===== src/rtl/pdp_mem_pkg.sv =====
// Shared constants and encodings for the PDP memory arbiter slice.
package pdp_mem_pkg;

  localparam int ADDR_W = 12;
  localparam int DATA_W = 12;

  typedef enum logic [1:0] {
    S_IDLE   = 2'd0,
    S_ACCESS = 2'd1,
    S_RESP   = 2'd2
  } state_t;

  typedef enum logic {
    OWN_IF = 1'b0,
    OWN_D  = 1'b1
  } owner_t;

endpackage


===== src/rtl/rr_arb2.sv =====
// Two-input round-robin arbiter; on a tie the requester that did not own the last access wins.
module rr_arb2
  import pdp_mem_pkg::*;
(
  input  logic [1:0] req,
  input  logic       last_owner,
  output logic [1:0] gnt
);

  always_comb begin
    gnt = 2'b00;
    case (req)
      2'b01:   gnt = 2'b01;
      2'b10:   gnt = 2'b10;
      2'b11:   gnt = (last_owner == OWN_D) ? 2'b01 : 2'b10;
      default: gnt = 2'b00;
    endcase
  end

endmodule


===== src/rtl/mem_arbiter.sv =====
// Shares the single-port synchronous MEMORY between instruction fetch and data access,
// sequencing one access every two cycles around the 1-cycle read latency.
module mem_arbiter #(
  parameter int ADDR_W = 12,
  parameter int DATA_W = 12
) (
  input  logic              clk,
  input  logic              rst,
  input  logic              if_req,
  input  logic [ADDR_W-1:0] if_addr,
  output logic              if_gnt,
  output logic              if_done,
  output logic [DATA_W-1:0] if_rdata,
  input  logic              d_req,
  input  logic              d_we,
  input  logic [ADDR_W-1:0] d_addr,
  input  logic [DATA_W-1:0] d_wdata,
  output logic              d_gnt,
  output logic              d_done,
  output logic [DATA_W-1:0] d_rdata,
  output logic              mem_read,
  output logic              mem_write,
  output logic [ADDR_W-1:0] mem_address,
  output logic [DATA_W-1:0] mem_write_data,
  input  logic [DATA_W-1:0] mem_read_data,
  output logic              busy
);

  import pdp_mem_pkg::*;

  state_t            state, state_nxt;
  owner_t            owner_p0, last_owner;
  logic              we_p0;
  logic [ADDR_W-1:0] addr_p0;
  logic [DATA_W-1:0] wdata_p0;
  logic [1:0]        req_vec, arb_gnt;
  logic              take;
  logic              win_d;
  logic              we_nxt;

  assign req_vec = {d_req, if_req};
  assign win_d   = arb_gnt[1];
  assign we_nxt  = win_d & d_we;

  rr_arb2 u_arb (
    .req        (req_vec),
    .last_owner (last_owner),
    .gnt        (arb_gnt)
  );

  always_ff @(posedge clk or posedge rst) begin
    if (rst) state <= S_IDLE;
    else     state <= state_nxt;
  end

  // Grants are decided in IDLE or RESP so a new access can follow a done without a gap.
  always_comb begin
    state_nxt = state;
    take      = 1'b0;
    if_gnt    = 1'b0;
    d_gnt     = 1'b0;
    case (state)
      S_IDLE, S_RESP: begin
        if (|req_vec && !rst) begin
          take      = 1'b1;
          if_gnt    = arb_gnt[0];
          d_gnt     = arb_gnt[1];
          state_nxt = S_ACCESS;
        end else begin
          state_nxt = S_IDLE;
        end
      end
      S_ACCESS: state_nxt = S_RESP;
      default:  state_nxt = S_IDLE;
    endcase
  end

  // Capture stage: latch the winner's payload and drive MEMORY during ACCESS.
  always_ff @(posedge clk or posedge rst) begin
    if (rst) begin
      owner_p0   <= OWN_IF;
      last_owner <= OWN_D;
      we_p0      <= 1'b0;
      addr_p0    <= '0;
      wdata_p0   <= '0;
      mem_read   <= 1'b0;
      mem_write  <= 1'b0;
    end else begin
      mem_read  <= take & ~we_nxt;
      mem_write <= take & we_nxt;
      if (take) begin
        owner_p0   <= win_d ? OWN_D : OWN_IF;
        last_owner <= win_d ? OWN_D : OWN_IF;
        we_p0      <= we_nxt;
        addr_p0    <= win_d ? d_addr : if_addr;
        wdata_p0   <= win_d ? d_wdata : '0;
      end
    end
  end

  assign mem_address    = addr_p0;
  assign mem_write_data = wdata_p0;

  // Response stage: memory data lands at the edge ending ACCESS, so read data passes straight through.
  always_ff @(posedge clk or posedge rst) begin
    if (rst) begin
      if_done <= 1'b0;
      d_done  <= 1'b0;
    end else begin
      if_done <= (state == S_ACCESS) && (owner_p0 == OWN_IF);
      d_done  <= (state == S_ACCESS) && (owner_p0 == OWN_D);
    end
  end

  assign if_rdata = if_done ? mem_read_data : '0;
  assign d_rdata  = (d_done && !we_p0) ? mem_read_data : '0;
  assign busy     = (state == S_ACCESS) || (state == S_RESP);

endmodule


===== config.mk =====
export PLATFORM = sky130hd
export DESIGN_NAME = mem_arbiter
export DESIGN_NICKNAME = d
export VERILOG_FILES = /design/src/rtl/pdp_mem_pkg.sv /design/src/rtl/rr_arb2.sv /design/src/rtl/mem_arbiter.sv
export SDC_FILE = /design/constraint.sdc
export NUM_CORES = 1
export LEC_CHECK = 0
export ABC_AREA = 0
export CORE_ASPECT_RATIO = 0.7
export CORE_MARGIN = 4
export CORE_UTILIZATION = 37
export CTS_BUF_LIST = sky130_fd_sc_hd__clkbuf_16
export CTS_CLUSTER_DIAMETER = 200
export CTS_CLUSTER_SIZE = 14
export DETAILED_ROUTE_END_ITERATION = 8
export GPL_TIMING_DRIVEN = 0
export PLACE_DENSITY = 0.83
export SKIP_CTS_REPAIR_TIMING = 1
export SLEW_MARGIN = 25
export SYNTH_ARGS = -nofsm -noshare
export SYNTH_HDL_FRONTEND = slang
export SYNTH_SLANG_ARGS = --single-unit

===== constraint.sdc =====
create_clock -name clk -period 3 [get_ports clk]
set_input_delay 0.3 -clock clk [delete_from_list [all_inputs] [get_ports clk]]
set_output_delay 0.3 -clock clk [all_outputs]
set_load 0.01 [all_outputs]

---- After elaboration in Yosys (flattened, before gate mapping) ----
Index checks and enable logic that the tools add are counted.
storage, ports and cells
  bits in registers ....................... 33
  latch bits .............................. 0
  RAM bits ................................ 0
  ROM bits ................................ 0
  output and inout port bits .............. 55
  logic and storage cells ................. 45
  memories kept ........................... 0
operators by class
  add/subtract/negate cells ............... 0
  multiply operators ...................... 0
  div/mod/pow operators ................... 0
  $lt $le $gt $ge ......................... 0
  equality and inequality tests ........... 5
  shift operators ......................... 0
  mux-type cells .......................... 15
  bitwise logic cells ..................... 5
  reduce and logical (&&, ||, !) cells .... 10
operators with widths
  operator                                                               number
  12-bit 2-to-1 mux                                                      4
  1-bit 2-to-1 mux                                                       8
  2-bit equality test, second input constant                             3
  2-bit case mux with 3 select lines                                     1
  2-bit by 1-bit equality test with 1-bit output, second input constant  2
  1-bit logical AND                                                      4
  2-bit case mux with 2 select lines                                     1
  2-bit OR reduction                                                     2
  1-bit AND                                                              3
  1-bit logical NOT                                                      2
  2-bit logical NOT                                                      1
  2-bit 2-to-1 mux                                                       1
  1-bit inverter                                                         2
  1-bit logical OR                                                       1

---- Depth between registers and ports, before layout ----
Gate-level depths: netlist (run 1).
  depth in word-level cells ............... 5
  mapped depth ............................ 7
  mapped depth without buffers ............ 6

---- Hierarchy ----
From an unflattened synthesis (run 1), not the netlist that was laid out.
second synthesis, totals
  cell total of the unflattened synthesis .. 149
  area, all modules ....................... 1722.9 um^2
by module, submodules not included
  module       times used  cells each  area an instance (um^2)
  mem_arbiter  1           146         1704.1
  rr_arb2      1           3           18.8

---- Worst setup path after synthesis (run 1) ----
No wires, ideal clock.
  path type ............................... register to register
  start ................................... reg state[0]
  end ..................................... reg addr_p0[0], in the netlist mem_address[0]
  data arrival time ....................... 1.481 ns
  path slack .............................. 1.393 ns
  cell stages (with the launch flop) ...... 8
  cell sequence ........................... dfrtp_1 -> inv_1 -> ha_1 -> o21ba_2 -> and3_4 -> buf_6 -> buf_6 -> a221o_1
between the ends
  longest elaborated chain between the ends .. 3
RTL lines
  item                                                             line               RTL
  start, declared                                                  mem_arbiter.sv:31  state_t state, state_nxt;
  start signal, assigned                                           mem_arbiter.sv:53  else state <= state_nxt;
  2-bit equality test / 2-bit logical NOT (equally long branches)  mem_arbiter.sv:62  case (state)
  2-bit OR reduction (*)                                           mem_arbiter.sv:62
  1-bit 2-to-1 mux (*)                                             mem_arbiter.sv:62
  end signal, assigned                                             mem_arbiter.sv:95  addr_p0 <= win_d ? d_addr : if_addr;
  end, declared                                                    mem_arbiter.sv:34  logic [ADDR_W-1:0] addr_p0;
Mark *: on every way between the ends. The rest lies on a longest branch, timed or not.
A chain may end at the register's enable or synchronous reset.

---- Final worst setup path (run 1) ----
  start ................................... reg state[0]
  end ..................................... out d_gnt
between the ends
  longest elaborated chain between the ends .. 3
RTL lines
  item                                                             line               RTL
  2-bit equality test / 2-bit logical NOT (equally long branches)  mem_arbiter.sv:62
  2-bit OR reduction (*)                                           mem_arbiter.sv:62
  1-bit 2-to-1 mux (*)                                             mem_arbiter.sv:62
  end, declared                                                    mem_arbiter.sv:18  output logic d_gnt,
Marks and branches as above.

==> run metrics, run 1 <==
Peak Freq 0.396 GHz; Clk Latency, worst-skew pair approximately 270 ps; Die H between 60 and 70 µm; Synth Net Count between 150 and 200; final setup TNS 0 ps; register clock-pin slew on the reported worst setup and hold paths around 50 ps; kind of start point of the critical path flop; most frequent cell after synthesis dfrtp_1; status finished clean; met3 wire len around 330 µm; Clock Tree Root clkbuf_16; CTS Sinks 33; clk buf depth 2; synth top area cells dfrtp_1 (52%), and2_1 (11%), a221o_1 (7.8%); Worst Hold Class flop to flop; Synth cell types 20; setup slack after layout 472 ps; Slew HR 54.7%; worst vdd ir slightly above 0.4 mV; largest net degree at the start of global routing 34; total track usage a little under a fifth; worst r2r path cells 6; first-pass GRT wire length around 7300 µm; via count between 1,000 and 1,500; Critical Path End Type output port; top routing layer in use met4; Max Cap Violations 0; # rows 19; Die X 84.9 µm; Detailed Routing Iterations Pass 1 4; Critical Path AT approximately 2200 ps; area grow syn2layout 83.2%; antenna violations before repair 0; period utilization between 80% and 90%; Cell Pwr Density 600 nW/µm²; Antenna Cells 0; YS warnings 0; Initial Util 38.8%; initial drt markers 28; Post-synth top flop dfrtp_1; Pins Over Slew Limit 0; sequential area share after synthesis between 50% and 60%; Met2 Routed Length 2360 µm; worst path required time approximately 2700 ps; drt drc 0; Synth Register Bits 33; leading area contributor after synthesis dfrtp_1; P_leak between 1 and 1.5 nW; worst-margin pin slew 679 ps; cts bufs inserted 5; GPL Wtd Cong between 0.7 and 0.8; global route overflow 0; setup violators final 0; Detail Placement HPWL around 3700 µm; Post-synth EDFFs 0; hold path depth 1; critical setup path kind flop to output port; Ports approximately 110; die footprint 5250 µm²; fillers roughly 320; layout cells sized above 1 under 10%; final hold violation count 0; CTS tree yes; Cells after Synth roughly 140; H-tree depth 2; Total Routed Length ~4800 µm; top cells by count, synth dfrtp_1 (32), and2_1 (26), a22o_1 (13), nand2_1 (13); Post-DRT Antenna Nets 0; Clock Skew around 6.3 ps; number of vias per cell between 4 and 5; vias in the first global route between 1,500 and 2,000; met1 WL a little over 2000 µm; Core Footprint 3950 µm²; Post-Syn Area per Cell 11.1 µm²; I/O Buffers between 100 and 150; Routed wire per std cell ~16 µm; area of the mapped netlist 1530 µm²; pre-CTS WS approximately 540 ps; RSZ-0062 raised after global routing no; Crit Path Max Fanout 10; Tmin final around 2500 ps; Post-synth ARST share 100%; share of the synthesized area in the top cell type between 50% and 60%; final net count about 310
cell type report:
type	count	area, µm²	share of cell area, %
clock buffer	5	125	4.46
buffer	10	57.6	2.05
multi-input combinational	90	627	22.4
timing repair buffer	107	1070	38.2
sequential	33	827	29.5
clock inverter	3	12.5	0.446
inverter	5	18.8	0.669
tap	52	65.1	2.32
cell families after synthesis:
group	count (synthesis)	synth area share [%]
simple gates	56	20.2
flops	33	54.0
compound gates	31	18.3
buf+inv	15	4.99
fa+ha+maj	3	2.45
placed cells by master, fill, tap and decap left out, types with 3 or more instances in the layout:
cell,Yosys,routed
a221o_1,12,12
a22o_1,13,13
and2_1,26,26
buf_2,4,4
clkbuf_1,4,4
clkbuf_16,0,5
clkdlybuf4s50_1,0,107
dfrtp_1,32,32
ha_1,3,3
inv_1,5,6
nand2_1,13,13
nor2b_1,3,3
nor3_1,12,12
worst max-delay path: stages (launching register included):
cell and delay [ps]:
dfrtp_1 370, inv_1 90, ha_1 180, o21ba_2 190, and3_4 190, buf_6 130
buf_2 230, clkdlybuf4s50_1 580
routing by layer:
layer / vias to the layer above / global-route usage, %
li1: 724 / -
met1: 704 / 22.8
met2: 55 / 31.5
met3: 2 / 5.53
met4: 0 / 3.39
met5: - / 0
power breakdown:
part           leakage, nW  internal, mW  total [mW]  switching, mW
clock network       0.0762         0.299       0.462          0.163
logic                0.709         0.372       0.601          0.230
registers            0.421         0.556       0.618         0.0625
sequential cells by signal, summed over array words and instances (netlist names):
name	flops
we_p0	1
state	2
mem_address	12
mem_read	1
d_done	1
if_done	1
owner_p0	1
mem_write_data	12
mem_write	1
last_owner	1
path summary, 6_finish.rpt:
check                                      from                            end  slack (ps)
max                          state[0]$_DFF_PP0_                          d_gnt         470
min                        owner_p0$_DFFE_PP0P_              if_done$_DFF_PP0_         470
max reg2reg                  state[0]$_DFF_PP0_  mem_write_data[1]$_DFFE_PP0P_        1240
min reg2reg                owner_p0$_DFFE_PP0P_              if_done$_DFF_PP0_         470
max in group asynchronous                   rst           owner_p0$_DFFE_PP0P_        2030
min in group asynchronous                   rst             state[1]$_DFF_PP0_         530
per-stage QoR:
step	power [mW]	std cells	cell area, µm²	utilization (%)	hold WS [ps]
floorplan	0.864	138	1530	-	412
global placement	1.21	297	2670	67.6	439
detailed placement	1.23	297	2670	67.6	455
CTS	1.70	305	2800	71.1	469
global route	1.77	305	2800	71.1	482
finish	1.68	305	2800	71.1	475
Note: power is estimated with default switching activity, not from simulation.
==> run 2, diff against run 1 <==
--- a/config.mk
+++ b/config.mk
@@ -8,13 +8,13 @@
 export ABC_AREA = 0
 export CORE_ASPECT_RATIO = 0.7
 export CORE_MARGIN = 4
-export CORE_UTILIZATION = 37
+export CORE_UTILIZATION = 31
 export CTS_BUF_LIST = sky130_fd_sc_hd__clkbuf_16
 export CTS_CLUSTER_DIAMETER = 200
 export CTS_CLUSTER_SIZE = 14
 export DETAILED_ROUTE_END_ITERATION = 8
 export GPL_TIMING_DRIVEN = 0
-export PLACE_DENSITY = 0.83
+export PLACE_DENSITY = 0.74
 export SKIP_CTS_REPAIR_TIMING = 1
 export SLEW_MARGIN = 25
 export SYNTH_ARGS = -nofsm -noshare
==> constraint.sdc (replaced) <==
create_clock -name clk -period 2.03 [get_ports clk]
set_input_delay 0.203 -clock clk [delete_from_list [all_inputs] [get_ports clk]]
set_output_delay 0.203 -clock clk [all_outputs]
set_load 0.01 [all_outputs]
==> run metrics, run 2 (synthesis gave the netlist of run 1 again) <==
register area about 830 µm²; Clock Tree Root clkbuf_16; layout cells sized above 1 around 7.5%; Detail Placement HPWL between 3000 and 4000 µm; I/O Buffers ~110; Worst Hold Class input pin to asynchronous set/reset pin; capture point of the worst reg-to-reg path mem_write_data[0]$_DFFE_PP0P_; Cell Pwr Density just over 900 nW/µm²; Post-Layout Inst Area around 2900 µm²; Tmin final 1910 ps; CTS tree yes; register clock-pin slew on the reported worst setup and hold paths roughly 50 ps; Ports roughly 110; CTS Sinks 33; initial drt markers 41; cts bufs inserted 5; largest net degree at the start of global routing 34; setup violators final 0; Die H about 67 µm; clk buf depth 2; Critical Path End Type output port; Crit Path Max Fanout 10; number of vias per cell between 4 and 5; met1 WL 2200 µm; Critical-path top delay cell clkdlybuf4s50_1; Hold WS approximately 420 ps; Initial Util a little under a third; Die X about 90 µm; Post-DRT Antenna Nets 0; Peak Freq 0.523 GHz; critical setup path kind flop to output port; Total Routed Length approximately 4800 µm; status finished clean; Detailed Routing Iterations Pass 1 4; top routing layer in use met4; worst-margin pin slew around 700 ps; antenna violations before repair 0; via count ~1,500; global route overflow 0; crit-path max cell delay between 500 and 600 ps; vias in the first global route between 1,500 and 2,000; Worst R2R Start state[0]$_DFF_PP0_; die footprint 6140 µm²; met3 wire len 430 µm; commonest non-fill, non-tap cell in the layout clkdlybuf4s50_1; Power, Total 2.64 mW; FF-to-FF setup slack roughly 230 ps; RSZ-0062 raised after global routing no; total track usage around 16%; H-tree depth 2; # rows 21; final hold violation count 0; worst r2r path cells 6; first-pass GRT wire length ~7700 µm; area grow syn2layout 87.2%; Routed wire per std cell about 15 µm; final net count 307; P_leak roughly 1.3 nW; Critical Path AT approximately 1700 ps; Pins Over Slew Limit 0; CP cell instances nor2b_1 > clkbuf_4 > and2_1 > clkdlybuf4s50_1; setup slack after layout 119 ps; Clock Skew 8.06 ps; Util after Layout 59.9%; period utilization 94.1%; pre-CTS WS -248 ps; Antenna Cells 0; Met2 Routed Length 2100 µm; Placed Area roughly 2700 µm²; worst path required time approximately 1800 ps; Max Cap Violations 0; kind of start point of the critical path flop; Clk Latency, worst-skew pair 270 ps; fillers between 400 and 500; worst vdd ir 0.436 mV; Core Footprint roughly 4800 µm²; drt drc 0; GPL Wtd Cong ~0.74; commonest non-fill, non-tap cells in the layout clkdlybuf4s50_1 (105), dfrtp_1 (32), and2_1 (26), nand2_1 (13), a22o_1 (13); Slew HR ~53%; multi-input logic area 634 µm²
## run 2: cell count changes in the layout (fill, tap and decap cells not counted), moves of 2 or more
| cell | delta |
|---|---|
| buf_2 | -2 |
| clkbuf_1 | -2 |
| clkbuf_4 | +2 |
| clkdlybuf4s50_1 | -2 |
| dlymetal6s2s_1 | +2 |
## run 2: final cells by class
cell class | count | share of cell area [%]
timing repair buffer | 107 | 37.6
clock buffer | 5 | 4.37
clock inverter | 3 | 1.31
buffer | 9 | 2.10
multi-input combinational | 90 | 22.1
tap | 69 | 3.01
sequential | 33 | 28.9
inverter | 5 | 0.655
## run 2: critical path, delay by kind of cell, from the launching register on
family	cells	cell delay [ps]
and+or+nand+nor	2	310
buffers and inverters	2	740
DFF	1	390
## run 2: worst max path at each step
| stage | start | end |
|---|---|---|
| 4_1_cts | state[0]$_DFF_PP0_ | d_gnt |
| 3_3_place_gp | if_req | if_gnt |
| 2_1_floorplan | state[0]$_DFF_PP0_ | mem_address[0]$_DFFE_PP0P_ |
| 5_1_grt | we_p0$_DFFE_PP0P_ | d_rdata[7] |
| 3_5_place_dp | rst | d_gnt |
| 6_report | we_p0$_DFFE_PP0P_ | d_rdata[5] |
## run 2: power breakdown
| group | leakage [nW] | switching [mW] | internal (mW) | total (mW) |
|---|---|---|---|---|
| Clock | 0.0826 | 0.257 | 0.569 | 0.826 |
| Combinational | 0.748 | 0.337 | 0.553 | 0.891 |
| Sequential | 0.421 | 0.0987 | 0.821 | 0.920 |
| Total | 1.25 | 0.693 | 1.94 | 2.64 |
## run 2: metal layers
| layer | GRT usage, % | vias to the layer above |
|---|---|---|
| met5 | 0 | - |
| li1 | - | 720 |
| met3 | 6.55 | 4 |
| met1 | 19.8 | 705 |
| met2 | 26.0 | 65 |
| met4 | 4.26 | 0 |
## run 2: stage by stage
stage	std cells	setup TNS, ps
after floorplan	138	0
after global placement	314	-460
after detailed placement	314	-493
after CTS	322	-1340
after global routing	321	0
final	321	0
==> run 3, diff against run 2 <==
--- a/config.mk
+++ b/config.mk
@@ -5,10 +5,10 @@
 export SDC_FILE = /design/constraint.sdc
 export NUM_CORES = 1
 export LEC_CHECK = 0
-export ABC_AREA = 0
+export ABC_AREA = 1
 export CORE_ASPECT_RATIO = 0.7
 export CORE_MARGIN = 4
-export CORE_UTILIZATION = 31
+export CORE_UTILIZATION = 33
 export CTS_BUF_LIST = sky130_fd_sc_hd__clkbuf_16
 export CTS_CLUSTER_DIAMETER = 200
 export CTS_CLUSTER_SIZE = 14
==> run metrics, run 3 <==
pre-CTS WS -642 ps; initial drt markers around 60; Cells after Synth ~260; Synth Net Count ~320; first-pass GRT wire length approximately 8500 µm; status finished clean; CP cell instances inv_1 > nand2_1 > clkbuf_2 > nor2_1 > clkdlybuf4s50_1; Die H between 60 and 70 µm; CTS Sinks 33; crit-path max cell delay between 500 and 600 ps; part of the power in registers approximately a third; P_sw roughly 760 µW; # rows 21; Post-synth ARST share between 90% and 100%; Critical Path AT 1660 ps; sw frac between 20 and 30%; Post-Layout Inst Area between 3000 and 4000 µm²; Max Cap Violations 0; Post-synth EDFFs 0; Detail Placement HPWL between 3000 and 4000 µm; Critical Path End Type output port; P_leak around 1.7 nW; Detailed Routing Iterations Pass 1 4; Power, Total roughly 2.8 mW; Critical-path top delay cell clkdlybuf4s50_1; Crit Path Max Fanout 10; worst path required time about 1800 ps; setup violators final 0; Synth Register Bits 33; area of the mapped netlist around 1800 µm²; Cell Pwr Density around 880 nW/µm²; most frequent cell after synthesis nand2_1; cts bufs inserted 5; total track usage between 15 and 20%; final net count approximately 430; Placed Area between 2000 and 3000 µm²; register clock-pin slew on the reported worst setup and hold paths around 50 ps; vias in the first global route between 1,500 and 2,000; Clock Skew around 5.3 ps; dpl cells 435; YS warnings 0; Clk Latency, worst-skew pair 280 ps; sequential area share after synthesis 47.1%; worst r2r path cells 9; critical setup path kind flop to output port; post-route insts no fill roughly 440; multi-input logic area 701 µm²; Routed wire per std cell 11.6 µm; leading area contributor after synthesis dfrtp_1; commonest non-fill, non-tap cells in the layout nand2_1 (120), clkdlybuf4s50_1 (105), inv_1 (45), dfrtp_1 (32), nor2_1 (29); Peak Freq between 0.5 and 0.6 GHz; worst-margin pin slew roughly 400 ps; Post-Syn Area per Cell slightly below 7 µm²; commonest non-fill, non-tap cell in the layout nand2_1; layout cells sized above 1 under 10%; Worst Hold Class input pin to asynchronous set/reset pin; clock network power share around a third; I/O Buffers between 100 and 150; Initial Util between 30% and 40%; Clock Tree Root clkbuf_16; Synth cell types 15; Ports approximately 110; via count between 1,500 and 2,000; number of vias per cell ~4.1; Die X 95.2 µm; largest net degree at the start of global routing 35; clk buf depth 2; Antenna Cells 0; global route overflow 0; register area slightly above 800 µm²; share of the synthesized area in the top cell type a little under half; Total Routed Length ~5100 µm; Pins Over Slew Limit 0; CTS tree yes; die footprint between 6000 and 7000 µm²; synth top area cells dfrtp_1 (46%), nand2_1 (26%), inv_1 (9.8%); Gate power share between 30% and 40%; Tmin final approximately 1900 ps; Hold WS around 330 ps; Post-synth top flop dfrtp_1; H-tree depth 2; Cell Int Power between 2 and 2.5 mW; kind of start point of the critical path flop; setup slack after layout between 150 and 200 ps; period utilization roughly 92%; worst vdd ir around 0.57 mV; Core Footprint roughly 5000 µm²; Post-DRT Antenna Nets 0; GPL Wtd Cong approximately 0.75; drt drc 0; antenna violations before repair 0; fillers 450; top cells by count, synth nand2_1 (120), inv_1 (46), dfrtp_1 (32); Slew HR 73.8%; final hold violation count 0; capture point of the worst reg-to-reg path mem_address[5]$_DFFE_PP0P_; Worst R2R Start state[0]$_DFF_PP0_; FF-to-FF setup slack about 600 ps; area grow syn2layout 79.6%; RSZ-0062 raised after global routing no
## run 3: changes by cell type in the layout (fill, tap and decap cells not counted), moves of 5 or more
cell,previous run,this run
nand2_1,13,120
inv_1,5,45
and2_1,26,0
nand3_1,0,12
nor3_1,12,0
buf_4,0,5
nor2_1,0,29
a221o_1,12,0
a22o_1,13,0
## run 3: cell type report
class / instances / area share [%]
Buffer: 9 / 1.87
Clock buffer: 5 / 3.97
Clock inverter: 3 / 2.06
Inverter: 46 / 6.31
Multi-Input combinational cell: 169 / 22.2
Sequential cell: 33 / 26.2
Tap cell: 69 / 2.74
Timing Repair Buffer: 109 / 34.6
## run 3: power groups by stage
stage	clock network, mW	logic [mW]	registers, mW
5_1_grt	1.02	0.994	0.919
3_3_place_gp	0	0.892	0.897
6_report	0.979	0.897	0.896
3_5_place_dp	0	0.900	0.894
4_1_cts	0.988	0.902	0.891
2_1_floorplan	0	0.322	0.952
## run 3: routing by layer
layer / vias to the layer above / wire, µm / global-route usage, %
met5: - / 0 / 0
met4: 0 / 39 / 3.36
met3: 5 / 538 / 7.07
met2: 56 / 2280 / 24.4
met1: 798 / 2280 / 21.7
li1: 969 / - / -
## run 3: logic make-up after synthesis
group                    after synthesis  synth area share, %
adder cells (fa/ha/maj)                3                 2.14
AND/OR/NAND/NOR                      165                 36.9
AO/OA/AOI/OAI                          1                0.285
buffers and inverters                 57                 13.6
flip-flops                            33                 47.1
## run 3: worst max-delay path by stage
stage          slack [ps]          startpoint  cells past startpoint    endpoint
6_report              170   we_p0$_DFFE_PP0P_                      5  d_rdata[6]
5_1_grt                20  state[1]$_DFF_PP0_                      8      if_gnt
2_1_floorplan         270                 rst                      5       d_gnt
3_5_place_dp         -640                 rst                      7       d_gnt
4_1_cts              -660                 rst                      7       d_gnt
3_3_place_gp        -1120                 rst                      7       d_gnt
## run 3: stage by stage
| step | util [%] | TNS, ps |
|---|---|---|
| floorplan | - | 0 |
| global placement | 58.7 | -16100 |
| detailed placement | 58.7 | -2850 |
| CTS | 62.5 | -949 |
| global route | 63.5 | 0 |
| finish | 63.5 | 0 |
## run 3: critical path: cells and delay by family, from the launching register on
kind | cells | cell delay, ps
DFF | 1 | 370
buffers and inverters | 3 | 790
and+or+nand+nor | 2 | 210
